File: src/rtl/nand_xor_sequencer_pkg.sv
// Shared types and constants for the NAND-cell XOR/XNOR sequencer.
package nand_xor_pkg;

  typedef enum logic [2:0] {
    IDLE = 3'd0,
    N1   = 3'd1,
    N2   = 3'd2,
    N3   = 3'd3,
    N4   = 3'd4,
    N5   = 3'd5,
    DONE = 3'd6
  } state_t;

  localparam int unsigned XOR_OPS_PER_BIT  = 4;
  localparam int unsigned XNOR_OPS_PER_BIT = 5;

endpackage

File: src/rtl/nand_xor_sequencer_if.sv
// Request/result bundle between a requester and the NAND XOR/XNOR sequencer.
interface nand_xor_sequencer_if #(
  parameter int unsigned WIDTH = 8
);

  logic             start;
  logic             mode;
  logic [WIDTH-1:0] a;
  logic [WIDTH-1:0] b;
  logic             busy;
  logic             done;
  logic [WIDTH-1:0] s;

  modport master (
    output start, mode, a, b,
    input  busy, done, s
  );

  modport slave (
    input  start, mode, a, b,
    output busy, done, s
  );

endinterface

File: src/rtl/nand_xor_sequencer_nand_cell.sv
// Single 2-input NAND cell; the one shared resource the sequencer schedules.
module nand_cell (
  input  logic x,
  input  logic y,
  output logic z
);

  assign z = ~(x & y);

endmodule

File: src/rtl/nand_xor_sequencer.sv
// Bit-serial XOR/XNOR built from one time-multiplexed NAND cell, LSB first,
// with a start/busy/done handshake.
module nand_xor_sequencer
  import nand_xor_pkg::*;
#(
  parameter int unsigned WIDTH = 8
) (
  input  logic                 clk,
  input  logic                 reset,
  nand_xor_sequencer_if.slave  bus
);

  localparam int unsigned IW = (WIDTH > 1) ? $clog2(WIDTH) : 1;

  state_t           state;
  logic [WIDTH-1:0] a_lat;
  logic [WIDTH-1:0] b_lat;
  logic             mode_lat;
  logic [IW-1:0]    i;
  logic             r1;
  logic             r2;
  logic             r3;
  logic             r4;
  logic [WIDTH-1:0] res;
  logic [WIDTH-1:0] s_q;
  logic             busy_q;
  logic             done_q;

  logic             x_bit;
  logic             y_bit;
  logic             cx;
  logic             cy;
  logic             cz;
  logic [WIDTH-1:0] res_upd;
  logic             last_bit;

  assign x_bit    = a_lat[i];
  assign y_bit    = b_lat[i];
  assign last_bit = (i == IW'(WIDTH - 1));

  // Operand mux: each N-state feeds the cell its step of the NAND XOR schedule.
  always_comb begin
    cx = 1'b0;
    cy = 1'b0;
    case (state)
      N1: begin cx = x_bit; cy = y_bit; end
      N2: begin cx = x_bit; cy = r1;    end
      N3: begin cx = y_bit; cy = r1;    end
      N4: begin cx = r2;    cy = r3;    end
      N5: begin cx = r4;    cy = r4;    end
      default: begin cx = 1'b0; cy = 1'b0; end
    endcase
  end

  nand_cell u_cell (
    .x (cx),
    .y (cy),
    .z (cz)
  );

  // Result with the current bit replaced, so s can capture the final bit too.
  always_comb begin
    res_upd    = res;
    res_upd[i] = cz;
  end

  always_ff @(posedge clk or posedge reset) begin
    if (reset) begin
      state    <= IDLE;
      a_lat    <= '0;
      b_lat    <= '0;
      mode_lat <= 1'b0;
      i        <= '0;
      r1       <= 1'b0;
      r2       <= 1'b0;
      r3       <= 1'b0;
      r4       <= 1'b0;
      res      <= '0;
      s_q      <= '0;
      busy_q   <= 1'b0;
      done_q   <= 1'b0;
    end else begin
      case (state)
        IDLE: begin
          done_q <= 1'b0;
          if (bus.start) begin
            a_lat    <= bus.a;
            b_lat    <= bus.b;
            mode_lat <= bus.mode;
            i        <= '0;
            busy_q   <= 1'b1;
            state    <= N1;
          end
        end
        N1: begin r1 <= cz; state <= N2; end
        N2: begin r2 <= cz; state <= N3; end
        N3: begin r3 <= cz; state <= N4; end
        N4, N5: begin
          if (state == N4 && mode_lat) begin
            r4    <= cz;
            state <= N5;
          end else begin
            res <= res_upd;
            if (last_bit) begin
              s_q    <= res_upd;
              done_q <= 1'b1;
              state  <= DONE;
            end else begin
              i     <= i + IW'(1);
              state <= N1;
            end
          end
        end
        DONE: begin
          done_q <= 1'b0;
          busy_q <= 1'b0;
          state  <= IDLE;
        end
        default: state <= IDLE;
      endcase
    end
  end

  assign bus.busy = busy_q;
  assign bus.done = done_q;
  assign bus.s    = s_q;

endmodule

File: src/flat_wrapper.sv
// flat-port wrapper written by rule: the top's interface ports become plain ports
module nand_xor_sequencer_flat import nand_xor_pkg::*;
#(
  parameter int unsigned WIDTH = 8
)
  (clk, reset, bus_start, bus_mode, bus_a, bus_b, bus_busy, bus_done, bus_s);
  nand_xor_sequencer_if #(.WIDTH(WIDTH)) bus_i ();
  input  logic clk;
  input  logic reset;
  input wire logic [$bits(bus_i.start)-1:0] bus_start;
  input wire logic [$bits(bus_i.mode)-1:0] bus_mode;
  input wire logic [$bits(bus_i.a)-1:0] bus_a;
  input wire logic [$bits(bus_i.b)-1:0] bus_b;
  output wire logic [$bits(bus_i.busy)-1:0] bus_busy;
  output wire logic [$bits(bus_i.done)-1:0] bus_done;
  output wire logic [$bits(bus_i.s)-1:0] bus_s;
  assign bus_i.start = bus_start;
  assign bus_i.mode = bus_mode;
  assign bus_i.a = bus_a;
  assign bus_i.b = bus_b;
  assign bus_busy = bus_i.busy;
  assign bus_done = bus_i.done;
  assign bus_s = bus_i.s;
  nand_xor_sequencer #(.WIDTH(WIDTH)) u_core (.clk(clk), .reset(reset), .bus(bus_i));
endmodule
File: config.mk
export PLATFORM = sky130hd
export DESIGN_NAME = nand_xor_sequencer_flat
export DESIGN_NICKNAME = d
export VERILOG_FILES = /design/src/rtl/nand_xor_sequencer_pkg.sv /design/src/rtl/nand_xor_sequencer_if.sv /design/src/rtl/nand_xor_sequencer_nand_cell.sv /design/src/rtl/nand_xor_sequencer.sv /design/src/flat_wrapper.sv
export SDC_FILE = /design/constraint.sdc
export NUM_CORES = 1
export LEC_CHECK = 0
export ABC_CLOCK_PERIOD_IN_PS = 2800
export BUFFER_PORTS_ARGS = -buffer_cell sky130_fd_sc_hd__buf_4
export CAP_MARGIN = 15
export CORE_AREA = 3 3 102 104
export DETAILED_ROUTE_END_ITERATION = 7
export DIE_AREA = 0 0 105 107
export GPL_ROUTABILITY_DRIVEN = 0
export HOLD_SLACK_MARGIN = 0.05
export PLACE_DENSITY = 0.44
export SLEW_MARGIN = 20
export SYNTH_ARGS = -nofsm -noshare
export SYNTH_HDL_FRONTEND = slang
export SYNTH_SLANG_ARGS = --single-unit
File: constraint.sdc
create_clock -name clk -period 2.8 [get_ports clk]
set_clock_uncertainty 0.2 [all_clocks]
set_input_delay 0.28 -clock clk [delete_from_list [all_inputs] [get_ports clk]]
set_output_delay 0.28 -clock clk [all_outputs]
set_load 0.01 [all_outputs]
==> flow_summary.yaml, run 1 <==
status:
  outcome: "complete, no violations"
die:
  boundaryPins: 30
  rows: 36
  die_w_um: 105
  initial_core_util_pct: 24.66
  die_y_um: 107
  core_area_mm2: 0.009639
  dieArea_mm2: 0.01124
critical_path:
  cp_data_required_time_ns: 2.74
  crit_chain: "ha_1 -> ha_1 -> nand3_1 -> or3_1 -> o21ai_0 -> a41oi_2"
  cp.buffers_inverters: 0
  cp.arrival_ns: 2.43
  crit_slowest_cell: "dfrtp_1"
  path_max_fanout: 16
  critical_path.most_common_cell: "ha_1"
  worst-setup-path-type: "reg2reg"
  start_kind: "flip-flop"
  critPathTopFamily: "simple AND/OR/NAND/NOR gates"
  slowest_delay_ns: 0.70
  startpoint: "u_core.i[0]"
  critPathCaptureType: "flip-flop"
  r2r-start: "u_core.i[0]"
clock_tree:
  htree_levels: 2
  path_clk_slew_ns: 0.09
  cts_resized: 0
  cts-root-buf: "clkbuf_8"
  insertion_delay_ns: 0.29
  clkSinkCount: 45
  cts_setup_buffers: 0
  cts_tree: "built"
  cts_hold_buf: 18
  clockBufferDepth: 2
  numCtsBuffers: 5
route:
  drc: 0
  wl_per_cell_um: 14.17
  antenna_left: 0
  dr.pass1.iters: 4
  num_vias: 1714
  routed_wl_mm: 5.440
  viasPerCell: 4.464
  drt_iter0_drc: 68
sta:
  worstMarginPinSlew_ns: 0.7364
  setup_viol: 0
  fin_ws_ns: 0.3125
  max_freq_mhz: 402.0
  slew_headroom_pct: 50.86
  finalHoldWorstSlack_ns: 0.07395
  finalSetupTns_ns: 0
  maxSlewViolCount: 0
  finalCritPeriodShare_pct: 88.84
  rsz0062_at_grt: "false"
  final_hold_viol_count: 0
  fin_crit_ns: 2.487
power:
  clkPwrFrac_pct: 18.9
  power_switching_mw: 1.111
  combPwrFrac_pct: 42.0
  seqPwrFrac_pct: 39.1
  power.density_mw_per_mm2: 938.5
  finalPower_mw: 2.764
  p_leak_nw: 1.210
  switching_share_pct: 40.20
  intPower_mw: 1.653
  irDropWorstVdd_mv: 0.3705
placed_design:
  dp_cells: 358
  post-place-ws_ns: 0.2863
  dpl-instance-area_mm2: 0.002643
  hpwl_mm: 3.718
  portBuffers: 29
worst_hold_path:
  hold_class: "in2reg"
  min_from: "bus_start"
grt:
  grt_first_pass_wirelength_mm: 9.066
  grt_max_degree: 25
  grt_remaining_overflow: 0
  grt_use_total_pct: 10.04
  grt_pass1_vias: 1712
  antenna_found_initial: 0
synthesis:
  synth_seq_area_share_pct: 47.37
  yosysTopAreaCellShare_pct: 47.37
  synth.area.top_cells: "dfrtp_1, mux2_2, a41oi_2"
  synthCells: 207
  synth_top_cell_by_area: "dfrtp_1"
  yosysUniqueCellTypes: 44
  syn-num-nets: 229
  ys_ff_latch: 45
  synth_area_mm2: 0.002377
  ys_warn_count: 0
  avgSynthCellArea_um2: 11.48
layout:
  nFillCells: 1043
  stdcell_count: 384
  stdcell_area_mm2: 0.002945
  finish.utilization_pct: 30.56
  diodes: 0
  drive_above_1_share_pct: 32.27
  area_delta_synth_final_pct: 23.89
  fin_nets: 272
run:
  drv_cap: 0
[path summary, 6_finish.rpt]
kind	cells after the start	end	slack, ns
setup / recovery	6	u_core.bus.s[5]	0.31
hold / removal	3	u_core.state[0]	0.07
setup reg to reg	6	u_core.bus.s[5]	0.31
hold reg to reg	1	u_core.a_lat[7]	0.31
max in group asynchronous	4	u_core.bus.s[1]	1.32
min in group asynchronous	3	u_core.b_lat[7]	0.37
[layout by cell type, fill, tap and decap left out, drive strengths merged, types with 2 or more instances in the layout]
| cell | instances |
|---|---|
| and2b | 2 |
| and3 | 3 |
| o31ai | 2 |
| o21ai | 12 |
| dfrtp | 45 |
| a22o | 2 |
| nor3b | 4 |
| buf | 33 |
| a41oi | 13 |
| nor2b | 2 |
| or2b | 3 |
| mux2 | 18 |
| or3 | 8 |
| a31oi | 5 |
| inv | 3 |
| nand2 | 10 |
| a21oi | 19 |
| dlygate4sd3 | 18 |
| nand2b | 4 |
| mux2i | 6 |
| and2 | 3 |
| clkbuf | 6 |
| nor2 | 10 |
| nor3 | 7 |
| ha | 2 |
[tightest hold or removal path: stages]
cell     delay, ns
buf_4         0.11
nor2_1        0.08
o31ai_1       0.06
[Yosys cell counts, drive strengths merged]
cell     n
a21o     1
a21oi   19
a222oi   1
a22o     2
a31oi    5
a41oi   13
and2     3
and2b    2
and3     3
buf     13
clkbuf   2
dfrtp   45
ha       2
inv      3
mux2    18
mux2i    6
nand2   10
nand2b   4
nand3    1
nor2    10
nor2b    2
nor3     7
nor3b    4
o211ai   1
o21ai   12
o221ai   1
o22ai    1
o31ai    2
o32a     1
or2      1
or2b     3
or3      8
or3b     1
[logic make-up after synthesis]
| logic type | count (synthesis) | synth area share, % |
|---|---|---|
| AOI/OAI and AO/OA | 59 | 19.53 |
| adders and majority gates | 2 | 1.052 |
| muxes | 24 | 11.05 |
| buffers and inverters | 18 | 6.736 |
| and+or+nand+nor | 59 | 14.26 |
| DFF | 45 | 47.37 |
[power groups by stage]
| stage | Combinational, mW | Clock (mW) | Sequential, mW |
|---|---|---|---|
| 2_1_floorplan | 1.11 | 0 | 0.974 |
| 3_3_place_gp | 1.15 | 0 | 1.09 |
| 3_5_place_dp | 1.16 | 0 | 1.10 |
| 4_1_cts | 1.18 | 0.538 | 1.09 |
| 5_1_grt | 1.29 | 0.562 | 1.12 |
| 6_report | 1.16 | 0.522 | 1.08 |
[registers in the layout, indices dropped and copies added, names as in the netlist]
register	cells
u_core.a_lat	8
u_core.b_lat	8
u_core.bus.busy	1
u_core.bus.done	1
u_core.bus.s	8
u_core.i	3
u_core.mode_lat	1
u_core.r1	1
u_core.r2	1
u_core.r3	1
u_core.r4	1
u_core.res	8
u_core.state	3
[layer usage]
| layer | track usage, % | routed length (um) |
|---|---|---|
| met1 | 14.57 | 2779 |
| met2 | 15.12 | 2457 |
| met3 | 1.686 | 149 |
| met4 | 3.374 | 54 |
| met5 | 0 | 0 |
[final cells by class]
class / instances / area [um^2] / area share [%]
Clock buffer: 6 / 82.58 / 2.804
Sequential cell: 45 / 1126 / 38.23
Clock inverter: 2 / 37.54 / 1.274
Tap cell: 133 / 166.4 / 5.650
Timing Repair Buffer: 51 / 427.9 / 14.53
Multi-Input combinational cell: 144 / 1094 / 37.13
Inverter: 3 / 11.26 / 0.3823
Note: power is estimated with default switching activity, not from simulation.
==> inputs of run 2 (changes only) <==
Settings changed: MAX_ROUTING_LAYER from default to met4.
==> run 2 against run 1 <==
Die area did not move. Fmax fell by 0.32%. Cell area did not move. Core utilization did not move. Sequential share of layout area did not move. Setup slack got worse by 0.0081 ns. Sequential cell count did not move. Critical endpoint is now u_core.bus.s[4]. Largest cell class unchanged.
==> flow_summary.yaml, run 2 (same netlist as run 1, synthesis figures left out) <==
status:
  outcome: "complete, no violations"
critical_path:
  r2r-start: "u_core.i[0]"
  crit_chain: "ha_1 -> ha_1 -> nand3_1 -> or3_1 -> o21ai_0 -> a41oi_1"
  cp.depth: 6
  critical_path.most_common_cell: "ha_1"
  rrSetupSlack_ns: 0.30
  slowest_delay_ns: 0.71
  cp.arrival_ns: 2.44
  path_max_fanout: 16
  start_kind: "flip-flop"
  startpoint: "u_core.i[0]"
  critPathTopFamily: "simple AND/OR/NAND/NOR gates"
  worstRegToRegCells: 6
  cp_data_required_time_ns: 2.74
  crit_slowest_cell: "dfrtp_1"
  cp.buffers_inverters: 0
  worst-setup-path-type: "reg2reg"
  endpoint: "u_core.bus.s[4]"
  worstReg2RegEnd: "u_core.bus.s[4]"
  critPathCaptureType: "flip-flop"
grt:
  grt_first_pass_wirelength_mm: 9.087
  grt_remaining_overflow: 0
  grt_use_total_pct: 10.36
  grt_pass1_vias: 1693
  grt_max_degree: 25
  antenna_found_initial: 0
route:
  drt_iter0_drc: 89
  num_vias: 1706
  antenna_left: 0
  routed_wl_mm: 5.449
  drc: 0
  wl_per_cell_um: 14.19
  viasPerCell: 4.443
  dr.pass1.iters: 4
die:
  rows: 36
  die_y_um: 107
  initial_core_util_pct: 24.66
  dieArea_mm2: 0.01124
  die_w_um: 105
  core_area_mm2: 0.009639
  boundaryPins: 30
sta:
  rsz0062_at_grt: "false"
  fin_crit_ns: 2.496
  maxSlewViolCount: 0
  final_hold_viol_count: 0
  max_freq_mhz: 400.7
  worstMarginPinSlew_ns: 0.7403
  setup_viol: 0
  finalCritPeriodShare_pct: 89.13
  finalSetupTns_ns: 0
  slew_headroom_pct: 50.59
worst_hold_path:
  hold_class: "in2reg"
clock_tree:
  htree_levels: 2
  insertion_delay_ns: 0.30
  cts_setup_buffers: 0
  cts_hold_buf: 18
  cts-root-buf: "clkbuf_8"
  path_clk_slew_ns: 0.09
  cts_resized: 0
  cts_tree: "built"
  clkSinkCount: 45
  numCtsBuffers: 5
  clockBufferDepth: 2
layout:
  fin_nets: 272
  area_delta_synth_final_pct: 23.89
  layout_common_cells: "dfrtp_1, buf_4, a21oi_1"
  diodes: 0
  finish.utilization_pct: 30.56
  drive_above_1_share_pct: 32.27
  stdcell_count: 384
  stdcell_area_mm2: 0.002945
  final_common_cell: "dfrtp_1"
power:
  power.density_mw_per_mm2: 939.0
  irDropWorstVdd_mv: 0.3674
  finalPower_mw: 2.766
  p_leak_nw: 1.210
run:
  drv_cap: 0
placed_design:
  dp_cells: 358
  hpwl_mm: 3.718
  portBuffers: 29
  dpl-instance-area_mm2: 0.002643
-- run 2: cell counts in the layout (fill, tap and decap cells not counted) --
Identical to the previous run, type by type.
-- run 2: worst min-delay path by stage --
| stage | endpoint | startpoint | cells after the start |
|---|---|---|---|
| 2_1_floorplan | u_core.a_lat[0] | bus_a[0] | 1 |
| 3_5_place_dp | u_core.b_lat[7] | reset | 2 |
| 4_1_cts | u_core.state[0] | bus_start | 3 |
| 6_report | u_core.state[0] | bus_start | 3 |
| 5_1_grt | u_core.state[0] | bus_start | 3 |
| 3_3_place_gp | u_core.b_lat[7] | reset | 2 |
-- run 2: area by class of cell --
| cell class | instances | area [um^2] |
|---|---|---|
| repair buffers | 51 | 427.9 |
| well taps | 133 | 166.4 |
| clock inverters | 2 | 37.54 |
| fillers | 1043 | 6694 |
| clock buffers | 6 | 82.58 |
| inverters | 3 | 11.26 |
| multi-input cells | 144 | 1094 |
| flip-flops and latches | 45 | 1126 |
-- run 2: power breakdown --
part	total [mW]	internal, mW	switching, mW
logic	1.16	0.493	0.668
clock network	0.523	0.291	0.233
registers	1.08	0.869	0.212
total	2.77	1.65	1.11
-- run 2: through the flow --
stage               worst slack, ns  hold slack (ns)
finish                       0.3044          0.07102
detailed placement           0.2863           0.1600
global route                 0.1117          0.08909
floorplan                    0.9018           0.2317
global placement             0.3126           0.1616
CTS                          0.2685          0.06879
-- run 2: worst reg2reg max path: cells and delay by family (launching register included) --
kind,cells,cell delay (ns)
AO/OA/AOI/OAI,2,0.16
adder cells (fa/ha/maj),2,0.49
flip-flops,1,0.71
AND/OR/NAND/NOR,2,0.79
-- run 2: per-layer routing --
layer | vias up | routed length [um] | track usage [%]
li1 | 853 | - | -
met1 | 824 | 2830 | 14.83
met2 | 25 | 2440 | 14.94
met3 | 4 | 118 | 1.686
met4 | 0 | 60 | 3.374
met5 | - | 0 | -
==> inputs of run 3 (changes only) <==
Settings changed: CELL_PAD_IN_SITES_DETAIL_PLACEMENT from default to 2, CELL_PAD_IN_SITES_GLOBAL_PLACEMENT from default to 2, PLACE_DENSITY 0.44 to 0.59, REMOVE_ABC_BUFFERS from default to 1.
==> run 3 against run 2 <==
Sequential power barely moved. Sequential share of layout area up 0.37 points. Critical path depth did not move. Fmax grew 0.17%. Core utilization down 0.26 points. Clock power is 22% lower. Setup slack improved by 0.0043 ns.
==> flow_summary.yaml, run 3 (same netlist as run 1, synthesis figures left out) <==
status:
  outcome: "complete, no violations"
power:
  irDropWorstVdd_mv: 0.2921
  finalPower_mw: 2.687
  power.density_mw_per_mm2: 920.2
  p_leak_nw: 1.201
sta:
  rsz0062_at_grt: "false"
  finalSetupTns_ns: 0
  final_hold_viol_count: 0
  setup_viol: 0
  worstMarginPinSlew_ns: 0.7642
  max_freq_mhz: 401.4
  fin_crit_ns: 2.491
  slew_headroom_pct: 49.00
  maxSlewViolCount: 0
  finalCritPeriodShare_pct: 88.97
route:
  wl_per_cell_um: 15.72
  dr.pass1.iters: 4
  drt_iter0_drc: 31
  num_vias: 1799
  drc: 0
  routed_wl_mm: 6.053
  antenna_left: 0
  viasPerCell: 4.673
clock_tree:
  path_clk_slew_ns: 0.09
  insertion_delay_ns: 0.30
  cts-root-buf: "clkbuf_8"
  clockBufferDepth: 2
  htree_levels: 2
  clkSinkCount: 45
  cts_tree: "built"
  cts_setup_buffers: 0
  numCtsBuffers: 5
critical_path:
  cp.depth: 6
  worstRegToRegCells: 6
  start_kind: "flip-flop"
  cp.arrival_ns: 2.51
  r2r-start: "u_core.i[1]"
  worstReg2RegEnd: "u_core.bus.s[6]"
  critPathTopFamily: "compound AO/OA/AOI/OAI gates"
  crit_slowest_cell: "dfrtp_1"
  critPathCaptureType: "flip-flop"
  cp_data_required_time_ns: 2.82
  path_max_fanout: 20
  cp.buffers_inverters: 2
  rrSetupSlack_ns: 0.31
  worst-setup-path-type: "reg2reg"
  crit_chain: "inv_1 -> and3_1 -> a222oi_1 -> o221ai_2 -> buf_4 -> a41oi_1"
  slowest_delay_ns: 0.57
worst_hold_path:
  min_from: "bus_start"
  min_to: "u_core.state[0]"
  hold_depth: 3
  hold_class: "in2reg"
die:
  boundaryPins: 30
  core_area_mm2: 0.009639
  die_y_um: 107
  initial_core_util_pct: 24.66
  die_w_um: 105
  dieArea_mm2: 0.01124
  rows: 36
placed_design:
  portBuffers: 29
  hpwl_mm: 4.265
  dpl-instance-area_mm2: 0.002653
  dp_cells: 359
grt:
  grt_use_total_pct: 11.77
  grt_first_pass_wirelength_mm: 10.27
  grt_remaining_overflow: 0
  grt_max_degree: 26
  antenna_found_initial: 0
  grt_pass1_vias: 1987
layout:
  stdcell_area_mm2: 0.002920
  finish.utilization_pct: 30.30
  fin_nets: 273
  layout_common_cells: "dfrtp_1, buf_4, a21oi_1"
  stdcell_count: 385
  drive_above_1_share_pct: 32.94
  final_common_cell: "dfrtp_1"
  diodes: 0
  area_delta_synth_final_pct: 22.84
run:
  drv_cap: 0
run 3: timing repair:
action                     in CTS  in global routing
gates resized for setup         0                  1
setup endpoints to repair       0                  1
hold endpoints to repair       37                  0
hold buffers                   18                  0
run 3: layer usage:
layer / share of wire [%] / GRT usage, % / routed length, um
met5: 0 / - / 0
met4: 1.2 / 3.374 / 74
met3: 2.6 / 1.806 / 158
met2: 49 / 20.07 / 2959
met1: 47 / 14.55 / 2862
run 3: where the power goes:
group,internal [mW],switching [mW]
clock network,0.173,0.238
logic,0.497,0.677
registers,0.870,0.233
total,1.54,1.15
run 3: layout make-up:
cell class	instances	area, um^2
Clock inverter	3	17.52
Sequential cell	45	1127
Inverter	3	11.26
Clock buffer	5	68.82
Timing Repair Buffer	52	435.4
Tap cell	133	166.4
Fill cell	1091	6719
Multi-Input combinational cell	144	1094
run 3: stage by stage:
step	hold slack, ns	worst slack (ns)
global route	0.1064	0.09759
CTS	0.08808	0.1664
floorplan	0.2317	0.3961
global placement	0.1216	0.2594
finish	0.08256	0.3087
detailed placement	0.1244	0.1993
run 3: worst max path at each step:
stage                           start               to  slack, ns
final                     u_core.i[1]  u_core.bus.s[6]       0.31
after global routing      u_core.i[1]  u_core.bus.s[6]        0.1
after CTS                 u_core.i[0]  u_core.bus.s[1]       0.17
after detailed placement  u_core.i[0]  u_core.bus.s[1]       0.20
after global placement    u_core.i[0]  u_core.bus.s[1]       0.26
after floorplan           u_core.i[2]    u_core.res[4]       0.40
run 3: worst register-to-register path: stages (launching register included):
cell and delay, ns:
dfrtp_1 0.57, inv_1 0.20, and3_1 0.28, a222oi_1 0.56, o221ai_2 0.15, buf_4 0.24, a41oi_1 0.22
